===== config.mk =====
export PLATFORM = sky130hd
export DESIGN_NAME = pipeline_hazard_ctrl_flat
export DESIGN_NICKNAME = d
export VERILOG_FILES = /design/src/rtl/pipeline_hazard_ctrl_pkg.sv /design/src/rtl/pipeline_hazard_ctrl_if.sv /design/src/rtl/pipeline_hazard_ctrl_sat_counter.sv /design/src/rtl/pipeline_hazard_ctrl.sv /design/src/flat_wrapper.sv
export SDC_FILE = /design/constraint.sdc
export NUM_CORES = 1
export LEC_CHECK = 0
export ABC_AREA = 1
export CAP_MARGIN = 25
export CORE_ASPECT_RATIO = 1.2
export CORE_MARGIN = 4
export CORE_UTILIZATION = 31
export DETAILED_ROUTE_END_ITERATION = 12
export DONT_BUFFER_PORTS = 1
export MAX_ROUTING_LAYER = met4
export PLACE_DENSITY = 0.48
export SLEW_MARGIN = 20
export SYNTH_ARGS = -nofsm -noshare
export SYNTH_HDL_FRONTEND = slang
export SYNTH_SLANG_ARGS = --single-unit

===== constraint.sdc =====
create_clock -name CLK -period 4.6 [get_ports CLK]
set_input_delay 0.92 -clock CLK [delete_from_list [all_inputs] [get_ports CLK]]
set_output_delay 0.92 -clock CLK [all_outputs]
set_load 0.01 [all_outputs]

===== src/rtl/pipeline_hazard_ctrl_pkg.sv =====
// Shared pipeline types: per-latch control state and hazard controller FSM states.
package cpu_types_pkg;

  typedef enum logic [1:0] {
    PIPE_ENABLE = 2'd0,
    PIPE_STALL  = 2'd1,
    PIPE_NOP    = 2'd2
  } pipe_state_t;

  typedef enum logic [1:0] {
    CTRL_RUN   = 2'd0,
    CTRL_DRAIN = 2'd1,
    CTRL_HALT  = 2'd2
  } hzctrl_state_t;

  // Load in EX feeding a DEC source; $0 is hardwired and never a real dependency.
  function automatic logic load_use(input logic       dren_ex,
                                    input logic [4:0] rt_ex,
                                    input logic [4:0] rs_dec,
                                    input logic [4:0] rt_dec);
    return dren_ex && (rt_ex != 5'd0) && ((rt_ex == rs_dec) || (rt_ex == rt_dec));
  endfunction

endpackage


===== src/rtl/pipeline_hazard_ctrl_if.sv =====
// Datapath <-> hazard controller signal bundle; slave is the controller side.
interface pipeline_hazard_ctrl_if
  import cpu_types_pkg::*;
#(
  parameter int CNT_W = 32
);
  logic             ihit;
  logic             dhit;
  logic             dREN_mem;
  logic             dWEN_mem;
  logic             dREN_ex;
  logic [4:0]       rt_ex;
  logic [4:0]       rs_dec;
  logic [4:0]       rt_dec;
  logic             flush_ex;
  logic             halt_dec;
  logic             halt_wb;
  logic             pc_en;
  pipe_state_t      fd_state;
  pipe_state_t      de_state;
  pipe_state_t      em_state;
  pipe_state_t      mw_state;
  logic             halted;
  logic [CNT_W-1:0] stall_cnt;
  logic [CNT_W-1:0] flush_cnt;

  modport master (
    output ihit, dhit, dREN_mem, dWEN_mem, dREN_ex, rt_ex, rs_dec, rt_dec,
           flush_ex, halt_dec, halt_wb,
    input  pc_en, fd_state, de_state, em_state, mw_state, halted, stall_cnt, flush_cnt
  );

  modport slave (
    input  ihit, dhit, dREN_mem, dWEN_mem, dREN_ex, rt_ex, rs_dec, rt_dec,
           flush_ex, halt_dec, halt_wb,
    output pc_en, fd_state, de_state, em_state, mw_state, halted, stall_cnt, flush_cnt
  );
endinterface


===== src/rtl/pipeline_hazard_ctrl_sat_counter.sv =====
// Event counter that sticks at all-ones instead of wrapping.
module sat_counter #(
  parameter int CNT_W = 32
) (
  input  logic             CLK,
  input  logic             nRST,
  input  logic             inc,
  output logic [CNT_W-1:0] count
);

  always_ff @(posedge CLK or negedge nRST) begin
    if (!nRST) begin
      count <= '0;
    end else if (inc && (count != '1)) begin
      count <= count + 1'b1;
    end
  end

endmodule


===== src/rtl/pipeline_hazard_ctrl.sv =====
// Pipeline hazard controller: per-latch enable/stall/nop, PC enable, halt drain, perf counters.
//  state      | meaning
//  CTRL_RUN   | normal issue
//  CTRL_DRAIN | halt accepted in DEC, no further fetch, waiting for it to reach WB
//  CTRL_HALT  | halt retired, pipeline frozen until reset
module pipeline_hazard_ctrl
  import cpu_types_pkg::*;
#(
  parameter int CNT_W = 32
) (
  input  logic                   CLK,
  input  logic                   nRST,
  pipeline_hazard_ctrl_if.slave  bus
);

  hzctrl_state_t    state, state_next;
  logic             halted;
  logic             dwait;
  logic             lduse;
  logic             flush_take;
  logic             stall_inc;
  logic             pc_en;
  pipe_state_t      fd, de, em, mw;
  logic [CNT_W-1:0] stall_cnt;
  logic [CNT_W-1:0] flush_cnt;

  assign dwait = (bus.dREN_mem || bus.dWEN_mem) && !bus.dhit;
  assign lduse = load_use(bus.dREN_ex, bus.rt_ex, bus.rs_dec, bus.rt_dec);

  always_ff @(posedge CLK or negedge nRST) begin
    if (!nRST) begin
      state  <= CTRL_RUN;
      halted <= 1'b0;
    end else begin
      state  <= state_next;
      if (state_next == CTRL_HALT) halted <= 1'b1;
    end
  end

  always_comb begin
    pc_en      = 1'b1;
    fd         = PIPE_ENABLE;
    de         = PIPE_ENABLE;
    em         = PIPE_ENABLE;
    mw         = PIPE_ENABLE;
    flush_take = 1'b0;
    state_next = state;

    if (!nRST) begin
      pc_en = 1'b0;
      fd    = PIPE_NOP;
      de    = PIPE_NOP;
      em    = PIPE_NOP;
      mw    = PIPE_NOP;
    end else if (state == CTRL_HALT) begin
      pc_en = 1'b0;
      fd    = PIPE_STALL;
      de    = PIPE_STALL;
      em    = PIPE_STALL;
      mw    = PIPE_STALL;
    end else if (dwait) begin
      // MEM/WB gets a bubble so the stalled access does not write back twice.
      pc_en = 1'b0;
      fd    = PIPE_STALL;
      de    = PIPE_STALL;
      em    = PIPE_STALL;
      mw    = PIPE_NOP;
    end else if (bus.flush_ex) begin
      flush_take = 1'b1;
      fd         = PIPE_NOP;
      de         = PIPE_NOP;
    end else if (lduse) begin
      pc_en = 1'b0;
      fd    = PIPE_STALL;
      de    = PIPE_NOP;
    end else if (!bus.ihit) begin
      pc_en = 1'b0;
      fd    = PIPE_NOP;
    end else if (state == CTRL_DRAIN) begin
      pc_en = 1'b0;
      fd    = PIPE_NOP;
    end

    case (state)
      CTRL_RUN:   if (bus.halt_dec && (de == PIPE_ENABLE)) state_next = CTRL_DRAIN;
      CTRL_DRAIN: if (bus.flush_ex)     state_next = CTRL_RUN;
                  else if (bus.halt_wb) state_next = CTRL_HALT;
      CTRL_HALT:  state_next = CTRL_HALT;
      default:    state_next = CTRL_RUN;
    endcase
  end

  assign stall_inc = !pc_en && (state != CTRL_HALT);

  sat_counter #(.CNT_W(CNT_W)) u_stall_cnt (
    .CLK   (CLK),
    .nRST  (nRST),
    .inc   (stall_inc),
    .count (stall_cnt)
  );

  sat_counter #(.CNT_W(CNT_W)) u_flush_cnt (
    .CLK   (CLK),
    .nRST  (nRST),
    .inc   (flush_take),
    .count (flush_cnt)
  );

  assign bus.pc_en     = pc_en;
  assign bus.fd_state  = fd;
  assign bus.de_state  = de;
  assign bus.em_state  = em;
  assign bus.mw_state  = mw;
  assign bus.halted    = halted;
  assign bus.stall_cnt = stall_cnt;
  assign bus.flush_cnt = flush_cnt;

endmodule


===== src/flat_wrapper.sv =====
// flat-port wrapper written by rule: the top's interface ports become plain ports
module pipeline_hazard_ctrl_flat import cpu_types_pkg::*;
#(
  parameter int CNT_W = 32
)
  (CLK, nRST, bus_ihit, bus_dhit, bus_dREN_mem, bus_dWEN_mem, bus_dREN_ex, bus_rt_ex, bus_rs_dec, bus_rt_dec, bus_flush_ex, bus_halt_dec, bus_halt_wb, bus_pc_en, bus_fd_state, bus_de_state, bus_em_state, bus_mw_state, bus_halted, bus_stall_cnt, bus_flush_cnt);
  pipeline_hazard_ctrl_if #(.CNT_W(CNT_W)) bus_i ();
  input  logic CLK;
  input  logic nRST;
  input wire logic [$bits(bus_i.ihit)-1:0] bus_ihit;
  input wire logic [$bits(bus_i.dhit)-1:0] bus_dhit;
  input wire logic [$bits(bus_i.dREN_mem)-1:0] bus_dREN_mem;
  input wire logic [$bits(bus_i.dWEN_mem)-1:0] bus_dWEN_mem;
  input wire logic [$bits(bus_i.dREN_ex)-1:0] bus_dREN_ex;
  input wire logic [$bits(bus_i.rt_ex)-1:0] bus_rt_ex;
  input wire logic [$bits(bus_i.rs_dec)-1:0] bus_rs_dec;
  input wire logic [$bits(bus_i.rt_dec)-1:0] bus_rt_dec;
  input wire logic [$bits(bus_i.flush_ex)-1:0] bus_flush_ex;
  input wire logic [$bits(bus_i.halt_dec)-1:0] bus_halt_dec;
  input wire logic [$bits(bus_i.halt_wb)-1:0] bus_halt_wb;
  output wire logic [$bits(bus_i.pc_en)-1:0] bus_pc_en;
  output wire logic [$bits(bus_i.fd_state)-1:0] bus_fd_state;
  output wire logic [$bits(bus_i.de_state)-1:0] bus_de_state;
  output wire logic [$bits(bus_i.em_state)-1:0] bus_em_state;
  output wire logic [$bits(bus_i.mw_state)-1:0] bus_mw_state;
  output wire logic [$bits(bus_i.halted)-1:0] bus_halted;
  output wire logic [$bits(bus_i.stall_cnt)-1:0] bus_stall_cnt;
  output wire logic [$bits(bus_i.flush_cnt)-1:0] bus_flush_cnt;
  assign bus_i.ihit = bus_ihit;
  assign bus_i.dhit = bus_dhit;
  assign bus_i.dREN_mem = bus_dREN_mem;
  assign bus_i.dWEN_mem = bus_dWEN_mem;
  assign bus_i.dREN_ex = bus_dREN_ex;
  assign bus_i.rt_ex = bus_rt_ex;
  assign bus_i.rs_dec = bus_rs_dec;
  assign bus_i.rt_dec = bus_rt_dec;
  assign bus_i.flush_ex = bus_flush_ex;
  assign bus_i.halt_dec = bus_halt_dec;
  assign bus_i.halt_wb = bus_halt_wb;
  assign bus_pc_en = bus_i.pc_en;
  assign bus_fd_state = bus_i.fd_state;
  assign bus_de_state = bus_i.de_state;
  assign bus_em_state = bus_i.em_state;
  assign bus_mw_state = bus_i.mw_state;
  assign bus_halted = bus_i.halted;
  assign bus_stall_cnt = bus_i.stall_cnt;
  assign bus_flush_cnt = bus_i.flush_cnt;
  pipeline_hazard_ctrl #(.CNT_W(CNT_W)) u_core (.CLK(CLK), .nRST(nRST), .bus(bus_i));
endmodule

; ---- Yosys cells after proc, flatten, opt, wreduce, memory -nomap -nowiden
; Index checks and enable logic that the tools add are counted.
[word_totals]
elab_cells = 61
in_bits = 25
output_inout_bits = 74
ram_bits = 0
ff_bits = 67
latchBits = 0
mem_bits_ro = 0
memories = 0
[op_classes]
n_mux = 33
shifts = 0
bitwise_logic = 0
n_reduce_logical = 14
mul = 0
add_sub_neg = 2
n_lt_le_gt_ge = 0
n_div = 0
n_eq_ne = 8
[op_table]
columns = operator, n
row1 = $add A32 B1 Y32 const B, 2
row2 = $ne A32 B32 Y1 const B, 2
row3 = $mux W2, 20
row4 = $mux W1, 12
row5 = $eq A5 B5 Y1, 2
row6 = $logic_and A1 B1 Y1, 7
row7 = $pmux W2 S3, 1
row8 = $reduce_bool A5 Y1, 1
row9 = $eq A2 B2 Y1 const B, 2
row10 = $logic_not A2 Y1, 2
row11 = $eq A2 B1 Y1 const B, 1
row12 = $logic_not A1 Y1, 2
row13 = $logic_or A1 B1 Y1, 2
row14 = $ne A2 B2 Y1 const B, 1

; ---- Depth between registers and ports, before layout
[logic_depth]
word_depth = 13
mapped_depth = 12
depth_no_buf = 11

; ---- By module
; A second synthesis with hierarchy kept.
[hier_totals]
hier_cells = 755
area_unflattened_um2 = 4834.6
[by_module_without_submodules]
columns = module, area_per_inst_um2, cells_per_inst, n_inst
row1 = sat_counter, 2190.9, 333, 2
row2 = pipeline_hazard_ctrl, 452.9, 89, 1

; ---- Worst setup path before layout
; Ideal clock, no wire load.
[synth_path]
path_kind = input to output
start = in bus_rt_ex[4]
end = out bus_pc_en
path_stages = 10
setup_slack_ns = 1.857
t_arrival_ns = 1.823
path_buffers = 1
path_cell_list = inv_1 > nand2_1 > nand2_1 > nor2_1 > nand3_1 > nand2_1 > nand2_2 > a21oi_2 > buf_2 > inv_1
[synth_between]
elab_chain_len = 8
elab_cells_between_ends = 11
[synth_rtl]
columns = item, line
row1 = start: declaration, flat_wrapper.sv:15  ; input wire logic [$bits(bus_i.rt_ex)-1:0] bus_rt_ex;
row2 = $eq A5 B5 Y1 or $reduce_bool A5 Y1 (tied branches), pipeline_hazard_ctrl_pkg.sv:21  ; return dren_ex && (rt_ex != 5'd0) && ((rt_ex == rs_dec) || (rt_ex == rt_dec));
row3 = $logic_or A1 B1 Y1 or $logic_and A1 B1 Y1 (tied branches), pipeline_hazard_ctrl_pkg.sv:21
row4 = $logic_and A1 B1 Y1 (*), pipeline_hazard_ctrl_pkg.sv:21
row5 = $mux W1 (*), pipeline_hazard_ctrl.sv:72  ; end else if (lduse) begin
row6 = $mux W1 (*), pipeline_hazard_ctrl.sv:68  ; end else if (bus.flush_ex) begin
row7 = $mux W1 (*), pipeline_hazard_ctrl.sv:61  ; end else if (dwait) begin
row8 = $mux W1 (*), pipeline_hazard_ctrl.sv:55  ; end else if (state == CTRL_HALT) begin
row9 = $mux W1 (*), pipeline_hazard_ctrl.sv:49  ; if (!nRST) begin
row10 = end: declaration, flat_wrapper.sv:21  ; output wire logic [$bits(bus_i.pc_en)-1:0] bus_pc_en;
; Every way passes the cells marked *; elsewhere a longest branch is shown, timed or not.

; ---- Final worst setup path
[layout_path]
start = reg u_core.state[0]
end = out bus_pc_en
[layout_between]
elab_chain_len = 8
elab_cells_between_ends = 9
[layout_rtl]
columns = item, line
row1 = start: declaration, pipeline_hazard_ctrl.sv:16  ; hzctrl_state_t state, state_next;
row2 = start signal: assignment, pipeline_hazard_ctrl.sv:35  ; state <= state_next;
row3 = $eq A2 B1 Y1, pipeline_hazard_ctrl.sv:79  ; end else if (state == CTRL_DRAIN) begin
row4 = $mux W1, pipeline_hazard_ctrl.sv:79
row5 = $mux W1, pipeline_hazard_ctrl.sv:76  ; end else if (!bus.ihit) begin
row6 = $mux W1, pipeline_hazard_ctrl.sv:72
row7 = $mux W1, pipeline_hazard_ctrl.sv:68
row8 = $mux W1, pipeline_hazard_ctrl.sv:61
row9 = $mux W1 (*), pipeline_hazard_ctrl.sv:55
row10 = $mux W1 (*), pipeline_hazard_ctrl.sv:49
; Marks and branches as above.

==> load_flow_metrics.sql <==
INSERT INTO impl_metrics (metric_group, metric, value, unit) VALUES
('clock_tree', 'clock-root-buffer', 'sky130_fd_sc_hd__clkbuf_16', ''),
('worst_setup_path', 'critical_path.max_fanout', '37', ''),
('global_route', 'grt_overflow_total', '0', ''),
('power', 'pwr-share-comb', '18.5', '%'),
('power', 'pwr-share-seq', '40.2', '%'),
('floorplan', 'die-area', '0.0163', 'mm2'),
('sta', 'min_period_over_period', '68.0', '%'),
('min_path', 'hold_path.class', 'in2async', ''),
('logic_synthesis', 'synth-seq-area-share', '37.8', '%'),
('clock_tree', 'postCtsHoldBufs', '0', ''),
('job', 'count_of_maximum_capacitance_violations', '0', ''),
('logic_synthesis', 'synth.distinct_cells', '33', ''),
('logic_synthesis', 'area_of_the_mapped_netlist', '0.00443', 'mm2'),
('logic_synthesis', 'postSynthCellCount', '642', ''),
('finish', 'antenna-diode-count', '0', ''),
('worst_setup_path', 'crit_path_max_incr_delay', '0.43', 'ns'),
('floorplan', 'fp.dieH', '139', 'um'),
('floorplan', 'pin_count', '99', ''),
('worst_setup_path', 'reg2reg_depth', '9', ''),
('status', 'result_of_the_run', 'completed', ''),
('logic_synthesis', 'synth_area_leader_cell', 'sky130_fd_sc_hd__dfrtp_1', ''),
('power', 'powerDensity', '398', 'mW/mm2'),
('sta', 'rsz0062_at_grt', 'false', ''),
('worst_setup_path', 'worst_path_max_delay_cell', 'sky130_fd_sc_hd__nand2_2', ''),
('worst_setup_path', 'worst-path-buf-inv', '3', ''),
('floorplan', 'row_count', '47', ''),
('routing', 'wire_length_per_cell', '15.8', 'um'),
('routing', 'final_antenna_net_count', '0', ''),
('sta', 'skew', '0.00827', 'ns'),
('global_route', 'first_global_vias', '4170', ''),
('logic_synthesis', 'yosys_warning_total', '0', ''),
('finish', 'fin_nets', '665', ''),
('clock_tree', 'clk_latency', '0.34', 'ns'),
('routing', 'detailroute.wirelength.met2', '6770', 'um'),
('worst_setup_path', 'setup.worst_path.class', 'reg2out', ''),
('sta', 'final_max_slew_viols', '0', ''),
('clock_tree', 'clock_tree.buffer_depth', '2', ''),
('finish', 'post_route_cells_drive_above_1_share', '6.38', '%'),
('placed_design', 'finalWeightedCongestion', '0.914', ''),
('power', 'switching_share', '33.9', '%'),
('sta', 'setup_viol', '0', ''),
('clock_tree', 'worst_setup_hold_path_clk_slew', '0.06', 'ns'),
('logic_synthesis', 'syn_avg_cell_area', '6.90', 'um2'),
('routing', 'top_layer', 'met4', ''),
('worst_setup_path', 'timing.critical_path.mode_cell', 'sky130_fd_sc_hd__inv_2', ''),
('clock_tree', 'ctsResizeCount', '0', ''),
('sta', 'max_freq', '320', 'MHz'),
('sta', 'final-hold-violation-count', '0', ''),
('floorplan', 'die_width', '117', 'um'),
('routing', 'met3WireLength', '824', 'um'),
('routing', 'viasPerCell', '5.06', ''),
('power', 'vdd_ir_drop_max', '0.151', 'mV'),
('clock_tree', 'cts-htree-levels', '3', ''),
('finish', 'flow.area_growth_from_synthesis', '10.4', '%'),
('logic_synthesis', 'synth.top_cell.area_share', '37.8', '%'),
('power', 'pleak', '2.34', 'nW'),
('worst_setup_path', 'timing.critical_path.depth', '6', ''),
('routing', 'drt_drc_violations_left', '0', ''),
('sta', 'holdWs', '0.271', 'ns'),
('routing', 'drt_first_pass_iters', '4', ''),
('worst_setup_path', 'cp_launch_type', 'flop', ''),
('clock_tree', 'clock-sinks', '67', ''),
('placed_design', 'dpl.hpwl', '9590', 'um'),
('routing', 'wire_length_on_met1', '4960', 'um'),
('global_route', 'groute.usage.overall', '16.8', '%'),
('sta', 'slew_hr', '47.9', '%'),
('clock_tree', 'cts_tree', 'done', ''),
('floorplan', 'area_inside_the_core_boundary', '0.0139', 'mm2'),
('clock_tree', 'setup_repair_bufs_after_cts', '0', ''),
('logic_synthesis', 'ys_ff_latch', '67', ''),
('power', 'pwr-share-clk', '41.3', '%');
[placed cells by master (no fill, tap or decap), drive strengths merged]
master,instances
nand2,245
clkbuf,9
clkinvlp,1
xor2,35
inv,60
o31ai,1
a21oi,4
xnor2,17
bufinv,3
o21bai,1
nand4,42
a31oi,1
ha,2
nor4,1
or2,1
buf,2
nand3b,2
nor3,31
nor2,80
nand3,25
dfrtp,67
clkinv,3
o32ai,1
and3,1
o21ai,8
[power by group through the flow]
stage / registers [mW] / clock network, mW / logic, mW
floorplan: 0.761 / 0 / 0.324
global placement: 0.797 / 0 / 0.358
detailed placement: 0.797 / 0 / 0.364
CTS: 0.788 / 0.829 / 0.365
global route: 0.801 / 0.861 / 0.408
finish: 0.783 / 0.804 / 0.360
[per-stage QoR]
stage	std cells	instance area [um2]	setup WS, ns	total power, mW	util, %
3_5_place_dp	798	4550	1.70	1.16	32.7
6_report	814	4890	1.47	1.95	35.1
2_1_floorplan	642	4430	1.86	1.08	-
5_1_grt	814	4890	1.29	2.07	35.1
4_1_cts	814	4890	1.42	1.98	35.1
3_3_place_gp	798	4550	1.75	1.15	32.7
[per-layer routing]
layer / vias to the layer above / GRT usage [%]
li1: 2041 / -
met1: 1924 / 18.2
met2: 124 / 28.7
met3: 27 / 4.67
met4: 0 / 6.58
met5: - / -
[layout make-up]
cell class                 count  area (um2)
fill                        1478        9040
multi-input combinational    498        2420
sequential                    67        1680
clock buffer                   9         225
inverter                      60         225
tap                          171         214
clock inverter                 7         116
timing repair buffer           2        15.0
[synthesized netlist by cell type, drive strengths merged]
| master | n |
|---|---|
| nand2 | 245 |
| nor2 | 80 |
| dfrtp | 67 |
| inv | 60 |
| nand4 | 42 |
| xor2 | 35 |
| nor3 | 31 |
| nand3 | 25 |
| xnor2 | 17 |
| buf | 16 |
| o21ai | 8 |
| a21oi | 4 |
| ha | 2 |
| nand3b | 2 |
| a31oi | 1 |
| and3 | 1 |
| clkbuf | 1 |
| nor4 | 1 |
| o21bai | 1 |
| o31ai | 1 |
| o32ai | 1 |
| or2 | 1 |
[cells by family (layout without fill, tap and decap cells)]
logic type	count (synthesis)	after routing	synth area share (%)
xor+xnor	52	52	10.3
flops	67	67	37.8
simple gates	428	428	41.6
buf+inv	77	78	7.59
fa+ha+maj	2	2	0.564
compound gates	16	16	2.12
[worst paths after layout]
check | endpoint | startpoint | slack, ns
setup / recovery | bus_pc_en | u_core.state[0] | 1.47
hold / removal | u_core.u_flush_cnt.count[28] | nRST | 0.27
setup reg to reg | u_core.u_stall_cnt.count[31] | u_core.u_stall_cnt.count[0] | 1.87
hold reg to reg | u_core.bus.halted | u_core.bus.halted | 0.55
max in group asynchronous | u_core.u_stall_cnt.count[9] | nRST | 4.16
min in group CLK | u_core.bus.halted | u_core.bus.halted | 0.55
[state kept, by name (all words and copies together) (netlist names)]
register,flops
u_core.u_flush_cnt.count,32
u_core.state,2
u_core.u_stall_cnt.count,32
u_core.bus.halted,1
(Power assumes the default switching activity.)
